--- src/rtl/noc_pkg.sv ---
// Shared definitions for the NoC packetizer.
// Holds the packet header field positions, node id type, payload width,
// the FIFO entry layout and the header-build helper.
package noc_pkg;

  localparam int PAYLOAD_W = 24;
  localparam int PKT_W     = 32;
  localparam int NODES     = 16;

  // Header field LSB positions; each coordinate field is 2 bits wide.
  localparam int HDR_SX_LO = 30;
  localparam int HDR_SY_LO = 28;
  localparam int HDR_DX_LO = 26;
  localparam int HDR_DY_LO = 24;

  typedef logic [3:0] node_id_t;

  typedef enum logic {ST_IDLE, ST_EMIT} eng_state_t;

  // One queued request: payload plus the destination set still to serve.
  typedef struct packed {
    logic [PAYLOAD_W-1:0] payload;
    logic [NODES-1:0]     mask;
  } fifo_entry_t;

  localparam int ENTRY_W = PAYLOAD_W + NODES;

  // Node id layout is {Y[1:0], X[1:0]}.
  function automatic logic [PKT_W-1:0] build_pkt(
    input logic [1:0]           sx,
    input logic [1:0]           sy,
    input node_id_t             dst,
    input logic [PAYLOAD_W-1:0] payload
  );
    logic [PKT_W-1:0] p;
    p                   = '0;
    p[HDR_SX_LO +: 2]   = sx;
    p[HDR_SY_LO +: 2]   = sy;
    p[HDR_DX_LO +: 2]   = dst[1:0];
    p[HDR_DY_LO +: 2]   = dst[3:2];
    p[PAYLOAD_W-1:0]    = payload;
    return p;
  endfunction

endpackage

--- src/rtl/pkt_fifo.sv ---
// Request FIFO for the packetizer.
// Ports: clk, rst_n (sync, active low), i_push/i_wdata write side,
// i_pop/o_rdata read side (o_rdata shows the head entry), o_count occupancy.
// Caller guarantees no push when full and no pop when empty.
module pkt_fifo #(
  parameter int WIDTH = 40,
  parameter int DEPTH = 4,
  localparam int AW   = (DEPTH > 1) ? $clog2(DEPTH) : 1
) (
  input  logic             clk,
  input  logic             rst_n,
  input  logic             i_push,
  input  logic [WIDTH-1:0] i_wdata,
  input  logic             i_pop,
  output logic [WIDTH-1:0] o_rdata,
  output logic [AW:0]      o_count
);

  logic [WIDTH-1:0] r_mem [DEPTH];
  logic [AW-1:0]    r_wr_ptr;
  logic [AW-1:0]    r_rd_ptr;
  logic [AW:0]      r_count;

  // Storage needs no reset; occupancy tracking alone defines validity.
  always_ff @(posedge clk) begin
    if (i_push) r_mem[r_wr_ptr] <= i_wdata;
  end

  // DEPTH is a power of two, so pointers wrap naturally.
  always_ff @(posedge clk) begin
    if (!rst_n) begin
      r_wr_ptr <= '0;
      r_rd_ptr <= '0;
      r_count  <= '0;
    end else begin
      if (i_push) r_wr_ptr <= r_wr_ptr + 1'b1;
      if (i_pop)  r_rd_ptr <= r_rd_ptr + 1'b1;
      case ({i_push, i_pop})
        2'b10:   r_count <= r_count + 1'b1;
        2'b01:   r_count <= r_count - 1'b1;
        default: r_count <= r_count;
      endcase
    end
  end

  assign o_rdata = r_mem[r_rd_ptr];
  assign o_count = r_count;

endmodule

--- src/rtl/noc_packetizer.sv ---
// NoC packetizer: turns PE requests (unicast or multicast) into one 32-bit
// packet per destination toward the local router input.
// Ports: clk, rst_n (sync, active low); req_* valid/ready request side with
// payload, mcast select, unicast dst and multicast mask; pkt_* valid/ready
// packet side; busy (work held anywhere); drop_cnt (saturating count of
// entries that had no destination left).
module noc_packetizer
  import noc_pkg::*;
#(
  parameter logic [1:0] SRC_X = 2'd0,
  parameter logic [1:0] SRC_Y = 2'd0,
  parameter int         WIDTH = 32,
  parameter int         DEPTH = 4
) (
  input  logic             clk,
  input  logic             rst_n,
  input  logic             req_valid,
  output logic             req_ready,
  input  logic [23:0]      req_payload,
  input  logic             req_mcast,
  input  logic [3:0]       req_dst,
  input  logic [15:0]      req_mask,
  output logic             pkt_valid,
  input  logic             pkt_ready,
  output logic [WIDTH-1:0] pkt_data,
  output logic             busy,
  output logic [7:0]       drop_cnt
);

  localparam int                CW      = $clog2(DEPTH) + 1;
  localparam logic [CW-1:0]     DEPTH_C = CW'(DEPTH);
  localparam node_id_t          SELF_ID = {SRC_Y, SRC_X};

  eng_state_t       r_state;
  logic [NODES-1:0] r_mask;
  logic [23:0]      r_payload;
  logic             r_pkt_valid;
  logic [WIDTH-1:0] r_pkt_data;
  logic [7:0]       r_drop_cnt;

  logic [CW-1:0]        w_count;
  logic [ENTRY_W-1:0]   w_rdata;
  fifo_entry_t          w_head;
  fifo_entry_t          w_in;
  logic                 w_push;
  logic                 w_pop;
  logic                 w_empty;
  logic                 w_free;
  logic [NODES-1:0]     w_src_mask;
  logic [23:0]          w_src_payload;
  logic [NODES-1:0]     w_rest;
  node_id_t             w_sel_id;
  logic                 w_sel_vld;

  // Enqueue side: unicast becomes one-hot, self is never a destination.
  assign req_ready     = rst_n && (w_count < DEPTH_C);
  assign w_push        = req_valid && req_ready;
  assign w_in.payload  = req_payload;
  assign w_in.mask     = (req_mcast ? req_mask : (16'h1 << req_dst)) & ~(16'h1 << SELF_ID);

  pkt_fifo #(.WIDTH(ENTRY_W), .DEPTH(DEPTH)) u_fifo (
    .clk     (clk),
    .rst_n   (rst_n),
    .i_push  (w_push),
    .i_wdata (w_in),
    .i_pop   (w_pop),
    .o_rdata (w_rdata),
    .o_count (w_count)
  );

  assign w_head  = fifo_entry_t'(w_rdata);
  assign w_empty = (w_count == '0);
  assign w_free  = !r_pkt_valid || pkt_ready;

  // Pop when the current entry has nothing left to load: the head is then
  // forwarded straight into the output register on the same edge, giving
  // 2-edge latency and back-to-back entries without a bubble.
  assign w_pop = !w_empty && w_free && ((r_state == ST_IDLE) || (r_mask == '0));

  assign w_src_mask    = w_pop ? w_head.mask    : r_mask;
  assign w_src_payload = w_pop ? w_head.payload : r_payload;

  // Lowest set bit -> ascending node-id emission order.
  always_comb begin
    w_sel_id  = '0;
    w_sel_vld = |w_src_mask;
    for (int i = NODES - 1; i >= 0; i--) begin
      if (w_src_mask[i]) w_sel_id = node_id_t'(i);
    end
  end

  assign w_rest = w_src_mask & ~(16'h1 << w_sel_id);

  always_ff @(posedge clk) begin
    if (!rst_n) begin
      r_state     <= ST_IDLE;
      r_mask      <= '0;
      r_payload   <= '0;
      r_pkt_valid <= 1'b0;
      r_pkt_data  <= '0;
      r_drop_cnt  <= '0;
    end else begin
      if (w_pop) r_payload <= w_head.payload;
      if (w_pop && (w_head.mask == '0) && (r_drop_cnt != 8'hFF))
        r_drop_cnt <= r_drop_cnt + 8'd1;
      // Output register advances only when empty or being accepted; a
      // destination leaves r_mask as it enters the output register.
      if (w_free) begin
        r_pkt_valid <= w_sel_vld;
        r_state     <= w_sel_vld ? ST_EMIT : ST_IDLE;
        if (w_sel_vld) begin
          r_pkt_data <= WIDTH'(build_pkt(SRC_X, SRC_Y, w_sel_id, w_src_payload));
          r_mask     <= w_rest;
        end
      end
    end
  end

  assign pkt_valid = r_pkt_valid;
  assign pkt_data  = r_pkt_data;
  assign drop_cnt  = r_drop_cnt;
  assign busy      = !w_empty || r_pkt_valid || (r_state == ST_EMIT);

endmodule

--- config.mk ---
export PLATFORM = sky130hd
export DESIGN_NAME = noc_packetizer
export DESIGN_NICKNAME = d
export VERILOG_FILES = /design/src/rtl/noc_pkg.sv /design/src/rtl/pkt_fifo.sv /design/src/rtl/noc_packetizer.sv
export SDC_FILE = /design/constraint.sdc
export NUM_CORES = 1
export LEC_CHECK = 0
export ABC_CLOCK_PERIOD_IN_PS = 7500
export BUFFER_PORTS_ARGS = -buffer_cell sky130_fd_sc_hd__buf_2
export CORE_MARGIN = 5
export CORE_UTILIZATION = 60
export DETAILED_ROUTE_END_ITERATION = 12
export PLACE_DENSITY = 0.77
export SYNTH_ARGS = -nofsm -noshare
export SYNTH_HDL_FRONTEND = slang
export SYNTH_SLANG_ARGS = --single-unit
--- constraint.sdc ---
create_clock -name clk -period 7.5 [get_ports clk]
set_clock_uncertainty 0.1 [all_clocks]
set_input_delay 1.5 -clock clk [delete_from_list [all_inputs] [get_ports clk]]
set_output_delay 1.5 -clock clk [all_outputs]
set_load 0.05 [all_outputs]
# --- After elaboration in Yosys (flattened, before gate mapping) ---
# Memory sizes are Yosys's and may differ from the RTL's. A register that Yosys moved wholly into a read port is not among the register bits.
# Index checks and enable logic that the tools add are counted.
classes:
  add_sub_neg: 5
  eq_ne: 3
  order_cmp: 1
  shifts: 2
  n_mux: 25
  n_reduce_logical: 18
  bitwise: 3
op_table:
  columns: ["op", "n"]
  rows:
  - ["$mux 4", 16]
  - ["$logic_not 16->1", 2]
  - ["$mux 16", 2]
  - ["$shl 1x4->16 const A", 2]
  - ["$mux 24", 1]
  - ["$and 16x16->16", 1]
  - ["$not 16->16", 1]
  - ["$reduce_or 16->1", 1]
  - ["$add 8x1->8 const B", 1]
  - ["$ne 8x8->1 const B", 1]
  - ["$logic_and 1x1->1", 6]
  - ["$pmux 3 s2", 1]
  - ["$add 2x1->2 const B", 2]
  - ["$logic_or 1x1->1", 4]
  - ["$mux 2", 2]
  - ["$add 3x1->3 const B", 1]
  - ["$logic_not 3->1", 1]
  - ["$lt 3x3->1 const B", 1]
  - ["$mux 1", 3]
  - ["$sub 3x1->3 const B", 1]
  - ["$eq 2x1->1 const B", 1]
  - ["$eq 2x2->1 const B", 1]
  - ["$logic_not 1->1", 2]
  - ["$reduce_and 2->1", 1]
  - ["other kinds (2)", 2]
totals:
  input_bits: 49
  memories: 1
  ramBits: 156
  out_inout_bits: 43
  wordCells: 67
  reg_bits: 85
mem_list:
  columns: ["name", "words", "word_bits", "rd", "rd_clocked_by_memory_dff", "write_ports", "line_no", "text"]
  rows:
  - ["u_fifo.r_mem", 4, 39, 1, 1, 1, "pkt_fifo.sv:19", "logic [WIDTH-1:0] r_mem [DEPTH];"]

# --- Logic depth before layout (Yosys ltp) ---
logic_depth:
  ltp_word: 24
  depth_mapped: 14

# --- Modules after synthesis ---
# Synthesis repeated with hierarchy kept, for this count alone.
hier_totals:
  cells_unflattened: 685
  hier_area_um2: 9995.8
by_module_without_submodules:
  columns: ["module", "seq_area_each_um2", "instances", "cells_each", "area_each_um2"]
  rows:
  - ["pkt_fifo", 4984.8, 1, 253, 6256.0]
  - ["noc_packetizer", 1541.5, 1, 432, 3739.8]

# --- Worst setup path before layout ---
# No wires, ideal clock.
synth_path:
  path_kind: "in2reg"
  from: "in pkt_ready"
  to: "reg u_fifo.r_count[2] (netlist: u_fifo.o_count[2])"
  path_slack_ps: 3443
  n_path_buf: 4
  arrival_time_ps: 3887
  required_time_ps: 7330
  setup_ps: 70
  cell_stages: 13
  cell_sequence: "nand4b_1 -> o22a_1 -> buf_2 -> inv_2 -> buf_4 -> buf_2 -> buf_1 -> ha_1 -> inv_1 -> fa_1 -> xor2_1 -> or3_1 -> a21oi_1"
synth_between:
  elab_chain_len: 5
  word_cells_on_any_way: 7
  cone_classes: "eq/ne: 2; mux: 1; reduce/logical: 4"
synth_lines:
  columns: ["item", "line_no", "text"]
  rows:
  - ["start: declaration", "noc_packetizer.sv:24", "input logic pkt_ready,"]
  - ["$logic_or 1x1->1 *", "noc_packetizer.sv:73", "assign w_free = !r_pkt_valid || pkt_ready;"]
  - ["$logic_and 1x1->1 * (2 in a row)", "noc_packetizer.sv:78", "assign w_pop = !w_empty && w_free && ((r_state == ST_IDLE) || (r_mask == '0));"]
  - ["$eq 2x1->1 / $eq 2x2->1 (equally long branches)", "pkt_fifo.sv:38", "case ({i_push, i_pop})"]
  - ["$pmux 3 s2 / $reduce_bool 2->1 (equally long branches)", null, null]
  - ["end signal: assignment", "pkt_fifo.sv:39", "2'b10: r_count <= r_count + 1'b1;"]
  - ["end signal: assignment", "pkt_fifo.sv:40", "2'b01: r_count <= r_count - 1'b1;"]
  - ["end signal: assignment", "pkt_fifo.sv:41", "default: r_count <= r_count;"]
  - ["end: declaration", "pkt_fifo.sv:22", "logic [AW:0] r_count;"]
# Every way passes the cells marked *; elsewhere a longest branch is shown, timed or not.
# A chain may end at the register's enable or synchronous reset.

==> impl_metrics.csv <==
group,metric,value,unit
logic_synthesis,ys_types,59,
worst_setup_path,r2r_end,"r_mask[8]",
finish,antenna_cells,0,
timing,tns,0,ps
timing,hold-worst-slack,372,ps
floorplan,die_height,137,um
placement,dp_hpwl,12.1,mm
power,p_per_area,459,nW/um^2
drt,num_vias,5980,
clock_tree,clk_path_buf_depth,3,
power,leakagePower,3.97,nW
min_path,holdPathEnd,"pkt_data[24]",
finish,utilization,69.7,%
global_route,grt_pass1_wl,31.2,mm
global_route,grt_usage,21.4,%
worst_setup_path,start_kind,"flop",
floorplan,io_pins,92,
timing,setup_viol,0,
logic_synthesis,yosysWarnings,0,
power,power.switching,1.96,mW
clock_tree,cts_buffers,24,
timing,rsz0062_at_grt,"no",
worst_setup_path,path_common_cell,"mux2_2",
clock_tree,post-cts-setup-buffers,0,
placement,io_buffers,86,
timing,fin_crit,4680,ps
logic_synthesis,syn_avg_cell_area,14.3,sq um
finish,final_nets,812,
worst_setup_path,crit_path_end_kind,"flop",
finish,layout_common_cells,"edfxtp_1, nor2_1, buf_2",
placement,dpl_cell_area,10200,sq um
drt,firstDrtPassIters,6,
logic_synthesis,synth_edf_count,156,
global_route,grt_pass1_vias,6032,
worst_setup_path,critical-path-slowest-cell,"dfxtp_2",
global_route,grt_max_degree,80,
timing,hold_viol_final,0,
power,swShare,38.5,%
min_path,hold_path_class,"flop to flop",
drt,vias_per_cell,6.05,
min_path,holdCritStartpoint,"pkt_data[24]",
worst_setup_path,path_class,"flop to flop",
logic_synthesis,ys_dominant_reg_cell,"edfxtp_1",
global_route,overflow,0,
power,ir_worst_vdd,0.000370,V
finish,drive_above_1_share,22.9,%
clock_tree,holdBufCountCts,0,
floorplan,dieWidth,137,um
drt,ant_nets,0,
drt,drc,0,
logic_synthesis,syn_inst,676,
logic_synthesis,yosysSeqAreaShare,66.1,%
clock_tree,cts.sinks,242,
timing,drv_slew,0,
floorplan,design.core.area,15900,sq um
finish,syn_to_final_growth,14.2,%
floorplan,die_area,18800,sq um
power,p_comb_share,40.2,%
floorplan,start_util,61.1,%
drt,drtIter0Drc,462,
power,clockPowerShare,24.5,%
drt,totalWireLength,19.7,mm
timing,max_freq,214,MHz
power,power_frac_seq,35.2,%
finish,final_common_cell,"edfxtp_1",
finish,final_cell_area,11100,sq um
clock_tree,cts_resized,0,
worst_setup_path,r2r_slack,2820,ps
status,outcome,"completed",
worst_setup_path,max_stage_delay,730,ps
worst_setup_path,worst_ep_required_time,7800,ps
worst_setup_path,crit_fanout,24,
worst_setup_path,worstPathCellList,"buf_4 -> mux4_1 -> nor4_2 -> nand2_1 -> mux2_2 -> o21ai_1 -> nor2_1 -> mux2_2 -> o211a_1",
clock_tree,cts_tree,"done",
placement,gp_congestion,0.935,
timing,relSlewSlack,25.7,%
worst_setup_path,crit_arrival,4980,ps
clock_tree,clk_pin_slew,60,ps
logic_synthesis,async_flop_share,0,%
logic_synthesis,synth-seq-cells,242,
clock_tree,cts_root_buffer,"clkbuf_16",
floorplan,row_count,46,
logic_synthesis,netlist_area,9700,sq um
run,max_cap_violations,0,
power,cell_internal_pwr,3.12,mW
clock_tree,htreeDepth,1,
global_route,antenna_found_initial,0,
timing,post-route-period-util,62.4,%
min_path,whs_path_depth,2,
drt,wl_per_cell,20.0,um
timing,worstMarginPinSlew,1110,ps
clock_tree,clk_latency,510,ps
worst_setup_path,reg2reg_depth,9,
## per-layer routing
metal,wire length (um),global-route usage [%]
met1,8290,29.2
met2,9970,36.3
met3,1130,3.20
met4,359,5.54
met5,0,0
## layout make-up
type,instances,area [sq um]
sequential,242,6410
fill,1081,4810
multi-input combinational,386,3060
clock buffer,33,644
timing repair buffer,90,460
tap,216,270
clock inverter,10,188
inverter,12,45.0
## worst max-delay path, delay by kind of cell, from the launching register on
kind                   cells  cell delay (ps)
and+or+nand+nor            3              950
DFF                        1              730
buffers and inverters      1              540
muxes                      3             1390
AOI/OAI and AO/OA          2              820
## cells in the mapped netlist, drive strengths merged (5+ instances only)
library cell    n  share of area [%]
a21oi          18               0.93
buf            19                1.3
inv            11               0.43
o41ai           6               0.54
nor2           87                3.4
nand2b          9               0.58
xor2            7               0.63
mux4           39                9.3
mux2i          31                3.2
a211oi         30                2.3
nand2          41                1.6
dfxtp          86                 18
edfxtp        156                 48
o31ai          13                1.0
nor3           11               0.57
and3            8               0.52
or3             5               0.32
clkbuf         20               0.77
nor4            7               0.74
ha              6               0.77
o21ai          14               0.72
nand3           7               0.36
## registers in the layout, indices dropped and copies added, names as in the netlist, named ones only
register / flops
r_payload: 24
r_mask: 16
u_fifo.r_mem: 156
u_fifo.r_wr_ptr: 2
u_fifo.o_count: 3
u_fifo.r_rd_ptr: 2
pkt_data: 28
r_state: 1
drop_cnt: 8
## power groups by stage
| stage | clock network [mW] | registers, mW | logic, mW |
|---|---|---|---|
| 5_1_grt | 1.32 | 1.81 | 2.23 |
| 3_3_place_gp | 0 | 1.80 | 1.95 |
| 6_report | 1.25 | 1.79 | 2.04 |
| 3_5_place_dp | 0 | 1.82 | 2.01 |
| 2_1_floorplan | 0 | 1.91 | 1.49 |
| 4_1_cts | 1.27 | 1.79 | 2.03 |
## cell families (layout without fill, tap and decap cells)
family	Yosys count	count (layout)	synth area share, %
multiplexers	72	72	12.7
adder cells (fa/ha/maj)	7	7	0.981
buffers and inverters	51	145	2.57
XOR/XNOR	9	9	0.813
AND/OR/NAND/NOR	191	191	9.44
other	1	4	0.0387
AO/OA/AOI/OAI	103	103	7.42
flip-flops	242	242	66.1
## per-stage QoR
| stage | setup WS (ps) | total power, mW | instances |
|---|---|---|---|
| 4_1_cts | 2780 | 5.08 | 989 |
| 2_1_floorplan | 3440 | 3.41 | 679 |
| 6_report | 2820 | 5.08 | 989 |
| 3_5_place_dp | 2800 | 3.83 | 946 |
| 3_3_place_gp | 2880 | 3.75 | 946 |
| 5_1_grt | 2410 | 5.36 | 989 |
## worst max-delay path by stage
stage	start	endpoint	slack (ps)	depth (start not counted)
after global routing	flop	r_mask[8]	2410	9
after global placement	flop	r_mask[8]	2880	9
final	flop	r_mask[8]	2820	9
after detailed placement	flop	r_mask[8]	2800	9
after floorplan	pkt_ready	u_fifo.o_count[2]	3440	13
after CTS	flop	r_mask[8]	2780	9
Power figures use the tool's default switching activity.
